## src/rtl/md_pkg.sv

```systemverilog
// Shared molecular-dynamics definitions: default cell geometry, particle
// state struct and the linear cell-index helper used by the binning logic.
package md_pkg;

    localparam int MD_FRAC_W = 16;
    localparam int MD_NX     = 3;
    localparam int MD_NY     = 3;
    localparam int MD_NZ     = 3;
    localparam int MD_CW     = $clog2(MD_NX > MD_NY ? (MD_NX > MD_NZ ? MD_NX : MD_NZ)
                                                    : (MD_NY > MD_NZ ? MD_NY : MD_NZ));
    localparam int MD_POS_W  = MD_CW + MD_FRAC_W;
    localparam int MD_VEL_W  = MD_FRAC_W + 1;

    typedef struct packed {
        logic [MD_POS_W-1:0] z;
        logic [MD_POS_W-1:0] y;
        logic [MD_POS_W-1:0] x;
    } md_pos_t;

    typedef struct packed {
        logic signed [MD_VEL_W-1:0] z;
        logic signed [MD_VEL_W-1:0] y;
        logic signed [MD_VEL_W-1:0] x;
    } md_vel_t;

    typedef struct packed {
        md_pos_t pos;
        md_vel_t vel;
    } md_particle_t;

    // x-fastest linear numbering; nx/ny are constants at every call site,
    // so the multiplies reduce to shifts and adds.
    function automatic int cell_linear(input int x, input int y, input int z,
                                       input int nx, input int ny);
        return x + y * nx + z * nx * ny;
    endfunction

endpackage

```

## src/rtl/cell_axis_wrap.sv

```systemverilog
// One axis of the motion update: S1 adds the velocity, S2 folds the sum back
// into [0, N*2^FRAC_W) with a single periodic correction.
module cell_axis_wrap #(
    parameter int FRAC_W = 16,
    parameter int N      = 3,
    parameter int POS_W  = 18,
    parameter int VEL_W  = 17
) (
    input  logic             clk,
    input  logic             en1,
    input  logic             en2,
    input  logic [POS_W-1:0] pos,
    input  logic [VEL_W-1:0] vel,
    output logic             oor,
    output logic [POS_W-1:0] wpos
);

    localparam int     SW    = POS_W + 2;
    localparam longint L_VAL = longint'(N) << FRAC_W;
    localparam logic signed [SW-1:0] L_S = SW'(L_VAL);

    logic signed [SW-1:0] sum1;
    logic signed [SW-1:0] wrapped;

    // Two extra bits cover both the negative and the >= L overshoot.
    always_ff @(posedge clk) begin
        if (en1) begin
            sum1 <= $signed({2'b00, pos}) + $signed({{(SW-VEL_W){vel[VEL_W-1]}}, vel});
        end
    end

    always_comb begin
        wrapped = sum1;
        if (sum1 < 0) begin
            wrapped = sum1 + L_S;
        end else if (sum1 >= L_S) begin
            wrapped = sum1 - L_S;
        end
    end

    always_ff @(posedge clk) begin
        if (en2) begin
            wpos <= POS_W'(wrapped);
        end
    end

    assign oor = {1'b0, pos} >= (POS_W+1)'(L_VAL);

endmodule

```

## src/rtl/cell_index_pipe.sv

```systemverilog
// Three-stage particle position update and cell binning with periodic wrap,
// migration flagging and a saturating migration counter.
module cell_index_pipe
    import md_pkg::*;
#(
    parameter int FRAC_W = MD_FRAC_W,
    parameter int NX     = MD_NX,
    parameter int NY     = MD_NY,
    parameter int NZ     = MD_NZ,
    parameter int CW     = $clog2(NX > NY ? (NX > NZ ? NX : NZ) : (NY > NZ ? NY : NZ)),
    parameter int POS_W  = CW + FRAC_W,
    parameter int VEL_W  = FRAC_W + 1,
    parameter int IDX_W  = $clog2(NX * NY * NZ),
    parameter int CNT_W  = 16
) (
    input  logic               clk,
    input  logic               rst_n,
    input  logic               in_valid,
    output logic               in_ready,
    input  logic [3*POS_W-1:0] in_pos,
    input  logic [3*VEL_W-1:0] in_vel,
    input  logic               in_live,
    output logic               out_valid,
    input  logic               out_ready,
    output logic [3*POS_W-1:0] out_pos,
    output logic [3*CW-1:0]    out_cell_xyz,
    output logic [IDX_W-1:0]   out_cell,
    output logic               out_migrated,
    output logic               out_live,
    input  logic               mig_clear,
    output logic [CNT_W-1:0]   mig_count,
    output logic               err_oor
);

    localparam logic [CNT_W-1:0] CNT_MAX = '1;

    logic v1, v2, v3;
    logic en1, en2, en3;
    logic live1, live2;
    logic [IDX_W-1:0] old_idx1, old_idx2;
    logic [IDX_W-1:0] old_idx_d, new_idx_d;
    logic [3*POS_W-1:0] wpos2;
    logic [3*CW-1:0] new_xyz;
    logic [2:0] oor;

    // A transfer happens on any edge where valid and ready are both high;
    // a stage advances when it is empty or the stage after it advances, so
    // bubbles collapse and a stalled stage keeps its contents unchanged.
    assign en3       = !v3 || out_ready;
    assign en2       = !v2 || en3;
    assign en1       = !v1 || en2;
    assign in_ready  = en1;
    assign out_valid = v3;

    for (genvar a = 0; a < 3; a++) begin : g_axis
        cell_axis_wrap #(
            .FRAC_W (FRAC_W),
            .N      (a == 0 ? NX : (a == 1 ? NY : NZ)),
            .POS_W  (POS_W),
            .VEL_W  (VEL_W)
        ) u_axis (
            .clk  (clk),
            .en1  (en1),
            .en2  (en2),
            .pos  (in_pos[a*POS_W +: POS_W]),
            .vel  (in_vel[a*VEL_W +: VEL_W]),
            .oor  (oor[a]),
            .wpos (wpos2[a*POS_W +: POS_W])
        );
        assign new_xyz[a*CW +: CW] = wpos2[a*POS_W + FRAC_W +: CW];
    end

    assign old_idx_d = IDX_W'(cell_linear(32'(in_pos[FRAC_W +: CW]),
                                          32'(in_pos[POS_W + FRAC_W +: CW]),
                                          32'(in_pos[2*POS_W + FRAC_W +: CW]), NX, NY));
    assign new_idx_d = IDX_W'(cell_linear(32'(new_xyz[0 +: CW]),
                                          32'(new_xyz[CW +: CW]),
                                          32'(new_xyz[2*CW +: CW]), NX, NY));

    always_ff @(posedge clk) begin
        if (!rst_n) begin
            v1 <= 1'b0;
            v2 <= 1'b0;
            v3 <= 1'b0;
        end else begin
            if (en1) v1 <= in_valid;
            if (en2) v2 <= v1;
            if (en3) v3 <= v2;
        end
    end

    always_ff @(posedge clk) begin
        if (en1) begin
            live1    <= in_live;
            old_idx1 <= old_idx_d;
        end
        if (en2) begin
            live2    <= live1;
            old_idx2 <= old_idx1;
        end
        if (en3) begin
            out_pos      <= wpos2;
            out_cell_xyz <= new_xyz;
            out_cell     <= new_idx_d;
            out_migrated <= live2 && (new_idx_d != old_idx2);
            out_live     <= live2;
        end
    end

    always_ff @(posedge clk) begin
        if (!rst_n) begin
            mig_count <= '0;
        end else if (mig_clear) begin
            mig_count <= '0;
        end else if (out_valid && out_ready && out_migrated && mig_count != CNT_MAX) begin
            mig_count <= mig_count + 1'b1;
        end
    end

    always_ff @(posedge clk) begin
        if (!rst_n) begin
            err_oor <= 1'b0;
        end else if (in_valid && en1 && (|oor)) begin
            err_oor <= 1'b1;
        end
    end

endmodule

```

## config.mk

```make
export PLATFORM = sky130hd
export DESIGN_NAME = cell_index_pipe
export DESIGN_NICKNAME = d
export VERILOG_FILES = /design/src/rtl/md_pkg.sv /design/src/rtl/cell_axis_wrap.sv /design/src/rtl/cell_index_pipe.sv
export SDC_FILE = /design/constraint.sdc
export NUM_CORES = 1
export LEC_CHECK = 0
export BUFFER_PORTS_ARGS = -buffer_cell sky130_fd_sc_hd__buf_2
export CORE_ASPECT_RATIO = 1.75
export CORE_MARGIN = 3
export CORE_UTILIZATION = 33
export DETAILED_ROUTE_END_ITERATION = 16
export GPL_ROUTABILITY_DRIVEN = 0
export PLACE_DENSITY_LB_ADDON = 0.2
export SYNTH_ARGS = -nofsm -noshare
export SYNTH_HDL_FRONTEND = slang
export SYNTH_SLANG_ARGS = --single-unit
export TNS_END_PERCENT = 10
```

## constraint.sdc

```tcl
create_clock -name clk -period 2.9 [get_ports clk]
set_clock_uncertainty 0.15 [all_clocks]
set_input_delay 0 -clock clk [delete_from_list [all_inputs] [get_ports clk]]
set_output_delay 0 -clock clk [all_outputs]
set_load 0.02 [all_outputs]
```

-- Word level (Yosys, flattened, before mapping)
Index checks and enable logic that the tools add are counted.
W data, S select, Z words.
- output and inout bits: 86
- bits in registers: 213
- input bits: 111
- bitwise gates (word level): 1
- reductions and logical operators: 14
- add/sub/neg operators: 14
- mux-type cells: 6
- $lt $le $gt $ge: 9
- equal/unequal tests: 2
- multiply operators: 6
- operator list (kind ; count):
    $mux W18 ; 6
    $add A19 B17 Y20 ; 3
    $ge A20 B19 Y1 const B ; 3
    $lt A20 B1 Y1 const B ; 3
    $add A18 B17 Y18 const B ; 3
    $ge A18 B18 Y1 const B ; 3
    $sub A18 B17 Y18 const B ; 3
    $add A16 B1 Y16 const B ; 1
    $mul A2 B2 Y4 const B ; 4
    $ne A16 B16 Y1 const B ; 1
    $add A2 B4 Y5 ; 2
    $add A5 B5 Y5 ; 2
    $mul A4 B2 Y5 const B ; 2
    $logic_and A1 B1 Y1 ; 6
    $ne A5 B5 Y1 ; 1
    $logic_not A1 Y1 ; 3
    $logic_or A1 B1 Y1 ; 3
    $reduce_or A3 Y1 ; 1
    $reduce_or A2 Y1 ; 1
    $not A1 Y1 ; 1

-- Longest topological paths before layout
Gate-level depths: netlist of the first run.
- word-level depth: 6
- gate-level depth with buffers: 13
- gate-level depth less buffers: 13

-- Hierarchy
A second synthesis of the first run with hierarchy kept.
- cell total of the unflattened synthesis: 792
- area, all modules: 10426.2 um2
- modules (own cells, without submodules) (module ; cells each ; area an instance (um2) ; times used):
    cell_axis_wrap (g_axis[0].u_axis ...) ; 170 ; 2108.3 ; 2
    cell_index_pipe ; 267 ; 3963.8 ; 1
    cell_axis_wrap (g_axis[1].u_axis) ; 185 ; 2245.9 ; 1

-- Worst setup path before layout of the first run
Ideal clock, no wire load.
- kind: reg2reg
- start point: reg v3 (netlist: out_valid)
- end point: reg g_axis[0].u_axis.sum1[0] (enable)
- data arrival time: 2.424 ns
- cell stages (with the launch flop): 3
- path slack: -0.613 ns
- period minus slack after synthesis: 3.513 ns
- cells stage by stage: dfxtp_1 nor2b_1 nand3_1
- word-level cells in the longest chain between the ends: 4
- RTL lines (what ; RTL line ; RTL):
    start: declaration ; cell_index_pipe.sv:37 ; logic v1, v2, v3;
    start signal: assignment ; cell_index_pipe.sv:88 ; if (en3) v3 <= v2;
    $logic_not A1 Y1 ; cell_index_pipe.sv:49 ; assign en3 = !v3 || out_ready;
    $logic_or A1 B1 Y1 ; cell_index_pipe.sv:49 ;
    $logic_or A1 B1 Y1 ; cell_index_pipe.sv:50 ; assign en2 = !v2 || en3;
    $logic_or A1 B1 Y1 ; cell_index_pipe.sv:51 ; assign en1 = !v1 || en2;
    via in_ready ; cell_index_pipe.sv:19 ; output logic in_ready,
    end signal: assignment ; cell_axis_wrap.sv:28 ; sum1 <= $signed({2'b00, pos}) + $signed({{(SW-VEL_W){vel[VEL_W-1]}}, vel});
    end: declaration ; cell_axis_wrap.sv:22 ; logic signed [SW-1:0] sum1;
The timed path passes the listed nets, and every way through them passes these cells.
A chain may end at the register's enable or synchronous reset.

-- Final worst setup path of the first run
- start point: reg g_axis[2].u_axis.wpos[16]
- end point: reg out_migrated (data pin)
- word-level cells in the longest chain between the ends: 5
- RTL lines (what ; RTL line ; RTL):
    start: declaration ; cell_axis_wrap.sv:15 ; output logic [POS_W-1:0] wpos
    start signal: assignment ; cell_axis_wrap.sv:43 ; wpos <= POS_W'(wrapped);
    $mul A2 B2 Y4 ; md_pkg.sv:35 ; return x + y * nx + z * nx * ny;
    $mul A4 B2 Y5 ; md_pkg.sv:35 ;
    $add A5 B5 Y5 ; md_pkg.sv:35 ;
    via new_idx_d[4] ; cell_index_pipe.sv:41 ; logic [IDX_W-1:0] old_idx_d, new_idx_d;
    $ne A5 B5 Y1 ; cell_index_pipe.sv:105 ; out_migrated <= live2 && (new_idx_d != old_idx2);
    $logic_and A1 B1 Y1 ; cell_index_pipe.sv:105 ;
    end signal: assignment ; cell_index_pipe.sv:105 ;
    end: declaration ; cell_index_pipe.sv:28 ; output logic out_migrated,
The timed path passes the listed nets, and every way through them passes these cells.

==> results of run 1 <==
## metal layers
metal,global-route usage [%],up-vias,wire length (um)
met4,5.34,0,763
li1,-,3679,-
met1,13.6,3487,8460
met3,2.36,44,1100
met5,0,-,0
met2,27.6,171,13000
## metrics by stage
step,utilization [%],power [W],instances
6_report,45.7,0.0107,1563
5_1_grt,45.7,0.0114,1563
4_1_cts,45.6,0.0107,1561
3_5_place_dp,38.8,0.00745,1381
3_3_place_gp,38.8,0.00736,1381
2_1_floorplan,-,0.00654,794
## timing repair
action                     CTS  global route
hold endpoints to repair    72             0
hold buffers               139             0
pin swaps                   11             3
buffers inserted             3             2
setup endpoints to repair    1             6
resized for setup            9             4
## flip-flops by register name (all words and copies together), names as in the netlist, 5 cells and up
name	cells
g_axis.u_axis.sum1	60
g_axis.u_axis.wpos	54
out_pos	54
mig_count	16
old_idx1	5
old_idx2	5
out_cell	5
## critical path, stage by stage (launching register included)
cell      delay, ns
edfxtp_1       0.38
buf_4          0.18
fa_1           0.47
inv_1          0.05
fa_2           0.36
fa_2           0.37
inv_1          0.07
a21o_1         0.12
a21oi_2        0.05
xor2_1         0.18
xor2_1         0.17
o31a_1         0.24
## worst max path at each step
stage / from / end / cells after the start
after detailed placement: g_axis[2].u_axis.wpos[17] / out_migrated / 12
after CTS: g_axis[1].u_axis.wpos[16] / out_migrated / 9
after global routing: g_axis[2].u_axis.wpos[16] / out_migrated / 11
final: g_axis[2].u_axis.wpos[16] / out_migrated / 11
after floorplan: g_axis[2].u_axis.wpos[16] / out_migrated / 13
after global placement: g_axis[2].u_axis.wpos[17] / out_migrated / 12
## cell families (layout without fill, tap and decap cells)
group                    Yosys count  after routing  synth area share (%)
AO/OA/AOI/OAI                    170            170                  10.8
XOR/XNOR                          71             71                  6.10
buffers and inverters             54            436                  2.21
multiplexers                       5              5                 0.540
flip-flops                       207            207                  59.0
adder cells (fa/ha/maj)           90             90                  12.0
AND/OR/NAND/NOR                  197            197                  9.34
## layout make-up
type | count | share of cell area (%)
clock inverter | 9 | 0.407
tap | 387 | 3.50
timing repair buffer | 352 | 18.1
inverter | 46 | 1.25
clock buffer | 29 | 4.08
multi-input combinational | 533 | 29.2
sequential | 207 | 43.5
## cell usage in the layout (no fill, tap or decap), types with 4 or more instances in the layout
cell           netlist  layout
buf_2                0     196
edfxtp_1           187     187
dlygate4sd3_1        0     139
ha_1                77      75
nor2_1              72      72
a21oi_1             64      61
xnor2_1             45      44
inv_1               46      43
nor3_1              31      31
o21ai_0             31      29
xor2_1              26      26
nand2_1             26      25
clkbuf_16            0      21
dfxtp_1             20      20
nand3_1             19      18
buf_4                6      16
a21o_1              15      15
fa_1                13      11
nand4_1             10      10
and3_1               9       9
o31ai_1              8       8
nor2b_1              7       7
o21a_1               7       7
clkbuf_1             1       7
o21bai_1             6       6
a211oi_1             5       5
o41ai_1              5       5
nand2b_1             4       4
a31oi_1              4       4
mux2_2               4       4
clkinv_2             0       4
## where the power goes
group	internal, W	total (W)	switching, W
Sequential	0.00415	0.00437	0.000221
Clock	0.00138	0.00248	0.00111
Combinational	0.00193	0.00381	0.00188
Total	0.00745	0.0107	0.00321
==> flow_metrics.env, run 1 <==
export IMPL_status="finished with violations"
export IMPL_violations="setup timing"
export IMPL_synth_area_sq_mm=0.0102
export IMPL_setup_slack_ns=-0.134
export IMPL_clock_sinks=207
export IMPL_multiInputGateArea_sq_mm=0.00404
export IMPL_insertion_delay_ns=0.50
export IMPL_drv_cap=0
export IMPL_grt_max_degree=70
export IMPL_postLayoutCellArea_sq_mm=0.0138
export IMPL_die_y_um=239
export IMPL_cts_inserted_buffers=21
export IMPL_critPathKind="reg -> reg"
export IMPL_ff2ff_path_depth=11
export IMPL_die_width_um=139
export IMPL_place_hpwl_mm=16.4
export IMPL_yosysMostFrequentCell="edfxtp_1"
export IMPL_grt_pass1_wl_mm=36.8
export IMPL_worstHoldStart="mig_clear"
export IMPL_setup_viol=1
export IMPL_routed_via_density=4.72
export IMPL_timing_hold_ws_ns=0.0336
export IMPL_routed_wirelength_mm=23.3
export IMPL_ys_flop_type="edfxtp_1"
export IMPL_antennaDiodeCount=0
export IMPL_leakagePower_nw=5.76
export IMPL_rows=84
export IMPL_yosysTopAreaCell="edfxtp_1"
export IMPL_timing_setup_tns_ns=-0.134
export IMPL_tightest_slew_ns=0.983
export IMPL_synth_nets=995
export IMPL_cts_max_level=1
export IMPL_clkTransAtPathRegs_ns=0.06
export IMPL_first_pass_iters=4
export IMPL_holdPathStages=3
export IMPL_vias=7381
export IMPL_yosys_warnings=0
export IMPL_first_global_vias=7548
export IMPL_synthTopCellsByArea="edfxtp_1, ha_1, dfxtp_1"
export IMPL_drt_iter0_drc=242
export IMPL_final_max_slew_viol_count=0
export IMPL_area_growth_pct=35.7
export IMPL_timing_rr_end="out_migrated"
export IMPL_ys_seq_area_share_pct=59.0
export IMPL_startpoint_type="register"
export IMPL_grt_antenna_before_repair=0
export IMPL_min_to="mig_count[13]"
export IMPL_synth_top_cell_area_share_pct=55.1
export IMPL_end_kind="register"
export IMPL_r2r_slack_ns=-0.13
export IMPL_cp_data_arrival_time_ns=3.13
export IMPL_drive_gt1_share_pct=23.5
export IMPL_nets=1362
export IMPL_floorplan_initialDensity_pct=33.7
export IMPL_min_period_over_period_pct=105
export IMPL_core_sq_mm=0.0303
export IMPL_placed_cell_area_sq_mm=0.0117
export IMPL_grt_overflow=0
export IMPL_cts_tree="yes"
export IMPL_num_io_pins=197
export IMPL_worstHoldPathType="in -> reg"
export IMPL_relSlewSlack_pct=34.5
export IMPL_synth_edff_count=187
export IMPL_ant_nets=0
export IMPL_synth_distinct_cells=57
export IMPL_power_density_mw_per_mm2=770
export IMPL_required_ns=3.00
export IMPL_syn_area_per_cell_sq_um=12.8
export IMPL_track_usage_pct=13.7
export IMPL_cts_root_buffer="clkbuf_16"
export IMPL_port_buffer_count=196
export IMPL_wl_per_cell_um=14.9
export IMPL_dieArea_sq_mm=0.0331
export IMPL_rsz0062_at_grt="yes"
export IMPL_cp_max_fo=5
export IMPL_drc=0
export IMPL_fmax_mhz=330
export IMPL_synthCells=794
export IMPL_ys_seq_elements=207
export IMPL_async_flop_share_pct=0
export IMPL_worstReg2RegStart="g_axis[2].u_axis.wpos[16]"
export IMPL_fillers=2853
export IMPL_min_period_ns=3.03
export IMPL_clock_path_buffers=3
export IMPL_peakVddDrop_mv=0.619
export IMPL_post_place_ws_ns=-0.347
export IMPL_seqCellArea_sq_mm=0.00602
export IMPL_ys_top_cells_by_count="edfxtp_1, ha_1, nor2_1"
export IMPL_hold_viol=0
Power figures use the tool's default switching activity.
==> run 2: changes to the inputs <==
CORE_MARGIN = 1.5   (was 3)
MAX_ROUTING_LAYER = met4   (was unset)
==> flow_metrics.env, run 2 (synthesized netlist as in run 1, its figures left out) <==
export IMPL_postCtsSetupRepairBufs=0
export IMPL_reg_largest_list="g_axis.u_axis.sum1: 60 flops, g_axis.u_axis.wpos: 54 flops, out_pos: 54 flops"
export IMPL_cp_max_fo=2
export IMPL_min_period_ns=3.05
export IMPL_nets=1358
export IMPL_drc=0
export IMPL_utilization_pct=45.4
export IMPL_layout_commonest_cell="buf_2"
export IMPL_fillers=2930
export IMPL_first_global_vias=7509
export IMPL_clkTransAtPathRegs_ns=0.06
export IMPL_post_place_ws_ns=-0.386
export IMPL_area_growth_pct=36.3
export IMPL_routed_wirelength_mm=22.9
export IMPL_setup_slack_ns=-0.152
export IMPL_setup_viol=1
export IMPL_min_to="g_axis[0].u_axis.sum1[4]"
export IMPL_path_cells="ha_1 -> inv_2 -> ha_4 -> inv_2 -> fa_1 -> inv_2 -> ha_4 -> a21o_1 -> a21oi_2 -> xor2_1 -> xor2_1 -> o31a_1"
export IMPL_total_power_w=0.0107
export IMPL_track_usage_pct=14.6
export IMPL_port_buffer_count=196
export IMPL_r2r_slack_ns=-0.15
export IMPL_cpMostUsedCell="inv_2"
export IMPL_peakVddDrop_mv=0.511
export IMPL_worstReg2RegStart="g_axis[2].u_axis.wpos[17]"
export IMPL_slowest_delay_ns=0.50
export IMPL_postLayoutCellArea_sq_mm=0.0139
export IMPL_holdPathStages=4
export IMPL_ff2ff_path_depth=12
export IMPL_timing_setup_tns_ns=-0.152
export IMPL_cts_inserted_buffers=22
export IMPL_rows=85
export IMPL_min_period_over_period_pct=105
export IMPL_cts_max_level=1
export IMPL_wl_per_cell_um=14.6
export IMPL_startpoint_type="register"
export IMPL_ant_nets=0
export IMPL_floorplan_initialDensity_pct=33.3
export IMPL_top_register="g_axis.u_axis.sum1"
export IMPL_drt_iter0_drc=195
export IMPL_rsz0062_at_grt="yes"
export IMPL_violations="setup timing"
export IMPL_power_density_mw_per_mm2=767
export IMPL_tightest_slew_ns=0.870
export IMPL_hold_viol=0
export IMPL_dieArea_sq_mm=0.0320
export IMPL_end_kind="register"
export IMPL_grt_overflow=0
export IMPL_timing_rr_end="out_migrated"
export IMPL_die_width_um=136
export IMPL_grt_pass1_wl_mm=35.8
export IMPL_status="finished with violations"
export IMPL_cts_root_buffer="clkbuf_16"
export IMPL_place_hpwl_mm=16.1
export IMPL_placed_cell_area_sq_mm=0.0117
export IMPL_most_common_layout_cells="buf_2, edfxtp_1, dlygate4sd3_1"
export IMPL_largest_reg_flops=60
export IMPL_core_sq_mm=0.0306
export IMPL_fmax_mhz=328
export IMPL_seqCellArea_sq_mm=0.00602
export IMPL_worstHoldPathType="in -> reg"
export IMPL_first_pass_iters=6
export IMPL_routed_via_density=4.73
export IMPL_clock_path_buffers=3
export IMPL_vias=7402
export IMPL_relSlewSlack_pct=42.0
export IMPL_grt_max_degree=62
export IMPL_required_ns=3.01
export IMPL_clock_sinks=207
export IMPL_leakagePower_nw=5.77
export IMPL_drv_cap=0
export IMPL_num_io_pins=197
export IMPL_die_y_um=236
export IMPL_worstHoldStart="in_vel[4]"
export IMPL_cts_tree="yes"
export IMPL_insertion_delay_ns=0.52
export IMPL_final_max_slew_viol_count=0
export IMPL_grt_antenna_before_repair=1
export IMPL_drive_gt1_share_pct=23.4
export IMPL_cp_data_arrival_time_ns=3.16
export IMPL_multiInputGateArea_sq_mm=0.00402
export IMPL_critPathKind="reg -> reg"
export IMPL_cp_slowest_cell="fa_1"
## run 2: cell types whose count changed in the layout (fill, tap and decap cells not counted), moves of 2 or more
cell	delta
buf_4	-7
clkinv_2	-3
clkbuf_8	+2
clkbuf_1	-5
clkinv_4	+2
a21oi_2	-2
a21oi_1	+2
dlygate4sd3_1	+2
clkinv_1	+2
## run 2: layer usage
metal	track usage (%)	wire, um	vias up
li1	-	-	3687
met1	14.2	8530	3516
met2	28.1	12700	161
met3	2.33	988	38
met4	5.51	669	0
met5	-	0	-
## run 2: through the flow
stage | std cells | hold WS (ns)
floorplan | 794 | -0.0511
global placement | 1383 | 0.0305
detailed placement | 1383 | 0.0346
CTS | 1564 | 0.00756
global route | 1565 | 0.0608
finish | 1565 | 0.0283
## run 2: worst max path at each step
stage	depth (start not counted)	startpoint	end
after floorplan	13	g_axis[2].u_axis.wpos[16]	out_migrated
after global placement	12	g_axis[2].u_axis.wpos[17]	out_migrated
after detailed placement	12	g_axis[2].u_axis.wpos[17]	out_migrated
after CTS	10	g_axis[1].u_axis.wpos[16]	out_migrated
after global routing	11	g_axis[2].u_axis.wpos[16]	out_migrated
final	12	g_axis[2].u_axis.wpos[17]	out_migrated
## run 2: cell type report
cell class,count,area share (%)
clock buffers,27,4.31
clock inverters,13,0.846
repair buffers,347,17.8
multi-input cells,533,28.9
well taps,391,3.52
diodes,1,0.0180
flip-flops and latches,207,43.3
inverters,46,1.24
## run 2: worst max-delay path: cells and delay by family (launching register included)
family                   cells  cell delay (ns)
AO/OA/AOI/OAI                3             0.54
XOR/XNOR                     2             0.32
adder cells (fa/ha/maj)      4             1.27
buffers and inverters        3             0.13
flip-flops                   1             0.39
## run 2: where the power goes
group	switching [W]	internal, W	leakage (nW)
clock network	0.00117	0.00157	0.342
logic	0.00182	0.00172	3.30
registers	0.000224	0.00415	2.13
total	0.00322	0.00744	5.77
## run 2: timing repair
action                                 CTS  global route
setup endpoints to repair                1             5
pin swaps                                8             1
hold buffers                           141             0
endpoints found under the hold margin   73             0
cloned                                   0             0
gates resized for setup                  8             3
==> run 3: changes to the inputs <==
ABC_AREA = 1   (was unset)
==> flow_metrics.env, run 3 <==
export IMPL_drv_cap=0
export IMPL_min_period_ns=2.96
export IMPL_wl_per_cell_um=13.3
export IMPL_ys_top_cells_by_count="nand2_1, edfxtp_1, inv_1"
export IMPL_fmax_mhz=338
export IMPL_drive_gt1_share_pct=17.6
export IMPL_synth_area_sq_mm=0.0111
export IMPL_most_common_layout_cells="nand2_1, buf_2, edfxtp_1"
export IMPL_yosysTopAreaCell="edfxtp_1"
export IMPL_tightest_slew_ns=0.967
export IMPL_relSlewSlack_pct=35.5
export IMPL_core_sq_mm=0.0330
export IMPL_rows=88
export IMPL_port_buffer_count=196
export IMPL_num_io_pins=197
export IMPL_synth_distinct_cells=30
export IMPL_end_kind="register"
export IMPL_post_place_ws_ns=-0.124
export IMPL_floorplan_initialDensity_pct=33.6
export IMPL_p_switching_w=0.00324
export IMPL_drc=0
export IMPL_antennaDiodeCount=0
export IMPL_nets=1698
export IMPL_async_flop_share_pct=0
export IMPL_place_hpwl_mm=18.7
export IMPL_reg_largest_list="g_axis.u_axis.sum1: 60 flops, g_axis.u_axis.wpos: 54 flops, out_pos: 54 flops"
export IMPL_startpoint_type="register"
export IMPL_dieArea_sq_mm=0.0348
export IMPL_area_growth_pct=30.8
export IMPL_fillers=3221
export IMPL_cp_data_arrival_time_ns=3.09
export IMPL_routed_wirelength_mm=25.5
export IMPL_critPathKind="reg -> reg"
export IMPL_clkTransAtPathRegs_ns=0.07
export IMPL_r2r_slack_ns=-0.06
export IMPL_first_pass_iters=4
export IMPL_synth_edff_count=187
export IMPL_vias=8640
export IMPL_ant_nets=0
export IMPL_synth_top_cell_area_share_pct=50.6
export IMPL_yosys_warnings=0
export IMPL_ys_flop_type="edfxtp_1"
export IMPL_peakVddDrop_mv=0.410
export IMPL_final_max_slew_viol_count=0
export IMPL_ys_seq_elements=207
export IMPL_combinationalPowerShare_pct=32.7
export IMPL_grt_antenna_before_repair=0
export IMPL_insertion_delay_ns=0.52
export IMPL_cts_max_level=1
export IMPL_cts_root_buffer="clkbuf_16"
export IMPL_worstReg2RegStart="g_axis[2].u_axis.wpos[16]"
export IMPL_first_global_vias=8520
export IMPL_synthCells=1155
export IMPL_yosysMostFrequentCell="nand2_1"
export IMPL_die_width_um=142
export IMPL_synthTopCellsByArea="edfxtp_1, nand2_1, ha_1"
export IMPL_power_density_mw_per_mm2=701
export IMPL_setup_slack_ns=-0.0624
export IMPL_grt_max_degree=70
export IMPL_grt_overflow=0
export IMPL_drt_iter0_drc=400
export IMPL_path_cells="buf_6 -> fa_1 -> inv_2 -> fa_2 -> fa_2 -> xor2_1 -> nand2_1 -> nor2_2 -> nand3_1 -> nor2_1 -> nor2_1"
export IMPL_cp_slowest_cell="fa_2"
export IMPL_hold_viol=0
export IMPL_rsz0062_at_grt="yes"
export IMPL_cp_max_fo=4
export IMPL_violations="setup timing"
export IMPL_timing_setup_tns_ns=-0.0624
export IMPL_clock_sinks=207
export IMPL_track_usage_pct=15.0
export IMPL_timing_rr_end="out_migrated"
export IMPL_ys_seq_area_share_pct=54.2
export IMPL_min_to="old_idx1[1]"
export IMPL_layout_commonest_cell="nand2_1"
export IMPL_holdPathStages=3
export IMPL_syn_area_per_cell_sq_um=9.60
export IMPL_top_register="g_axis.u_axis.sum1"
export IMPL_p_seq_share_pct=42.0
export IMPL_synth_nets=1356
export IMPL_largest_reg_flops=60
export IMPL_clock_power_share_pct=25.3
export IMPL_leakagePower_nw=6.81
export IMPL_p_int_w=0.00693
export IMPL_die_y_um=246
export IMPL_ff2ff_path_depth=11
export IMPL_cts_tree="yes"
export IMPL_grt_pass1_wl_mm=40.3
export IMPL_required_ns=3.03
export IMPL_setup_viol=1
export IMPL_clock_path_buffers=3
export IMPL_total_power_w=0.0102
export IMPL_min_period_over_period_pct=102
export IMPL_swShare_pct=31.8
export IMPL_seqCellArea_sq_mm=0.00602
export IMPL_slowest_delay_ns=0.56
export IMPL_worstHoldPathType="in -> reg"
export IMPL_status="finished with violations"
export IMPL_worstHoldStart="in_pos[34]"
export IMPL_routed_via_density=4.51
export IMPL_cts_inserted_buffers=21
export IMPL_multiInputGateArea_sq_mm=0.00445
==> run 3: worst max-delay path: cells and delay by family, from the launching register on <==
family,cells,cell delay [ns]
buf+inv,2,0.19
flops,1,0.42
fa+ha+maj,3,1.42
simple gates,5,0.39
xor+xnor,1,0.13
==> run 3: cell type report <==
type	instances	area share [%]
Timing Repair Buffer	328	15.7
Clock buffer	25	3.73
Sequential cell	207	41.5
Inverter	161	4.19
Tap cell	405	3.49
Clock inverter	13	0.673
Multi-Input combinational cell	778	30.7
==> run 3: kinds of logic (layout without fill, tap and decap cells) <==
family / after synthesis / count (layout) / share of synthesized area (%)
muxes: 2 / 2 / 0.181
AOI/OAI and AO/OA: 96 / 96 / 4.99
DFF: 207 / 207 / 54.2
xor gates and xnor gates: 42 / 42 / 3.32
adders and majority gates: 90 / 90 / 11.0
buffers and inverters: 170 / 527 / 6.09
and+or+nand+nor: 548 / 548 / 20.1
==> run 3: timing repair <==
item                       CTS  global route
pin swaps                    2             6
gates resized for setup      3            10
hold buffers               121             0
buffers inserted             1             1
hold endpoints to repair    71             0
setup endpoints to repair    1             1
==> run 3: stage by stage <==
step / area (sq um) / util [%] / hold slack (ns) / cells
floorplan: 11100 / - / -0.0511 / 1155
global placement: 12600 / 38.1 / 0.0423 / 1756
detailed placement: 12600 / 38.1 / 0.0503 / 1756
CTS: 14500 / 43.8 / 0.0240 / 1916
global route: 14500 / 43.9 / 0.0636 / 1917
finish: 14500 / 43.9 / 0.0428 / 1917
==> run 3: how the worst max path moves through the flow <==
stage	cells past startpoint	startpoint	slack, ns	end
floorplan	14	g_axis[2].u_axis.wpos[16]	-0.02	out_migrated
global route	11	g_axis[2].u_axis.wpos[16]	-0.18	out_migrated
detailed placement	13	g_axis[2].u_axis.wpos[17]	-0.12	out_migrated
CTS	11	g_axis[2].u_axis.wpos[16]	-0.03	out_migrated
finish	11	g_axis[2].u_axis.wpos[16]	-0.06	out_migrated
global placement	11	g_axis[2].u_axis.wpos[16]	-0.03	out_migrated
==> run 3: power groups by stage <==
stage | Sequential (W) | Clock (W) | Combinational, W
3_3_place_gp | 0.00432 | 0 | 0.00280
5_1_grt | 0.00434 | 0.00280 | 0.00374
3_5_place_dp | 0.00434 | 0 | 0.00285
4_1_cts | 0.00428 | 0.00270 | 0.00316
2_1_floorplan | 0.00456 | 0 | 0.00171
6_report | 0.00426 | 0.00257 | 0.00332
==> run 3: layer usage <==
metal	wire length, um	up-vias	part of all wire, %	GRT usage [%]
met4	558	0	2.2	4.85
met1	9550	3957	37	14.8
met5	0	-	0	-
met3	802	30	3.1	1.46
met2	14600	165	57	30.1
li1	-	4488	-	-
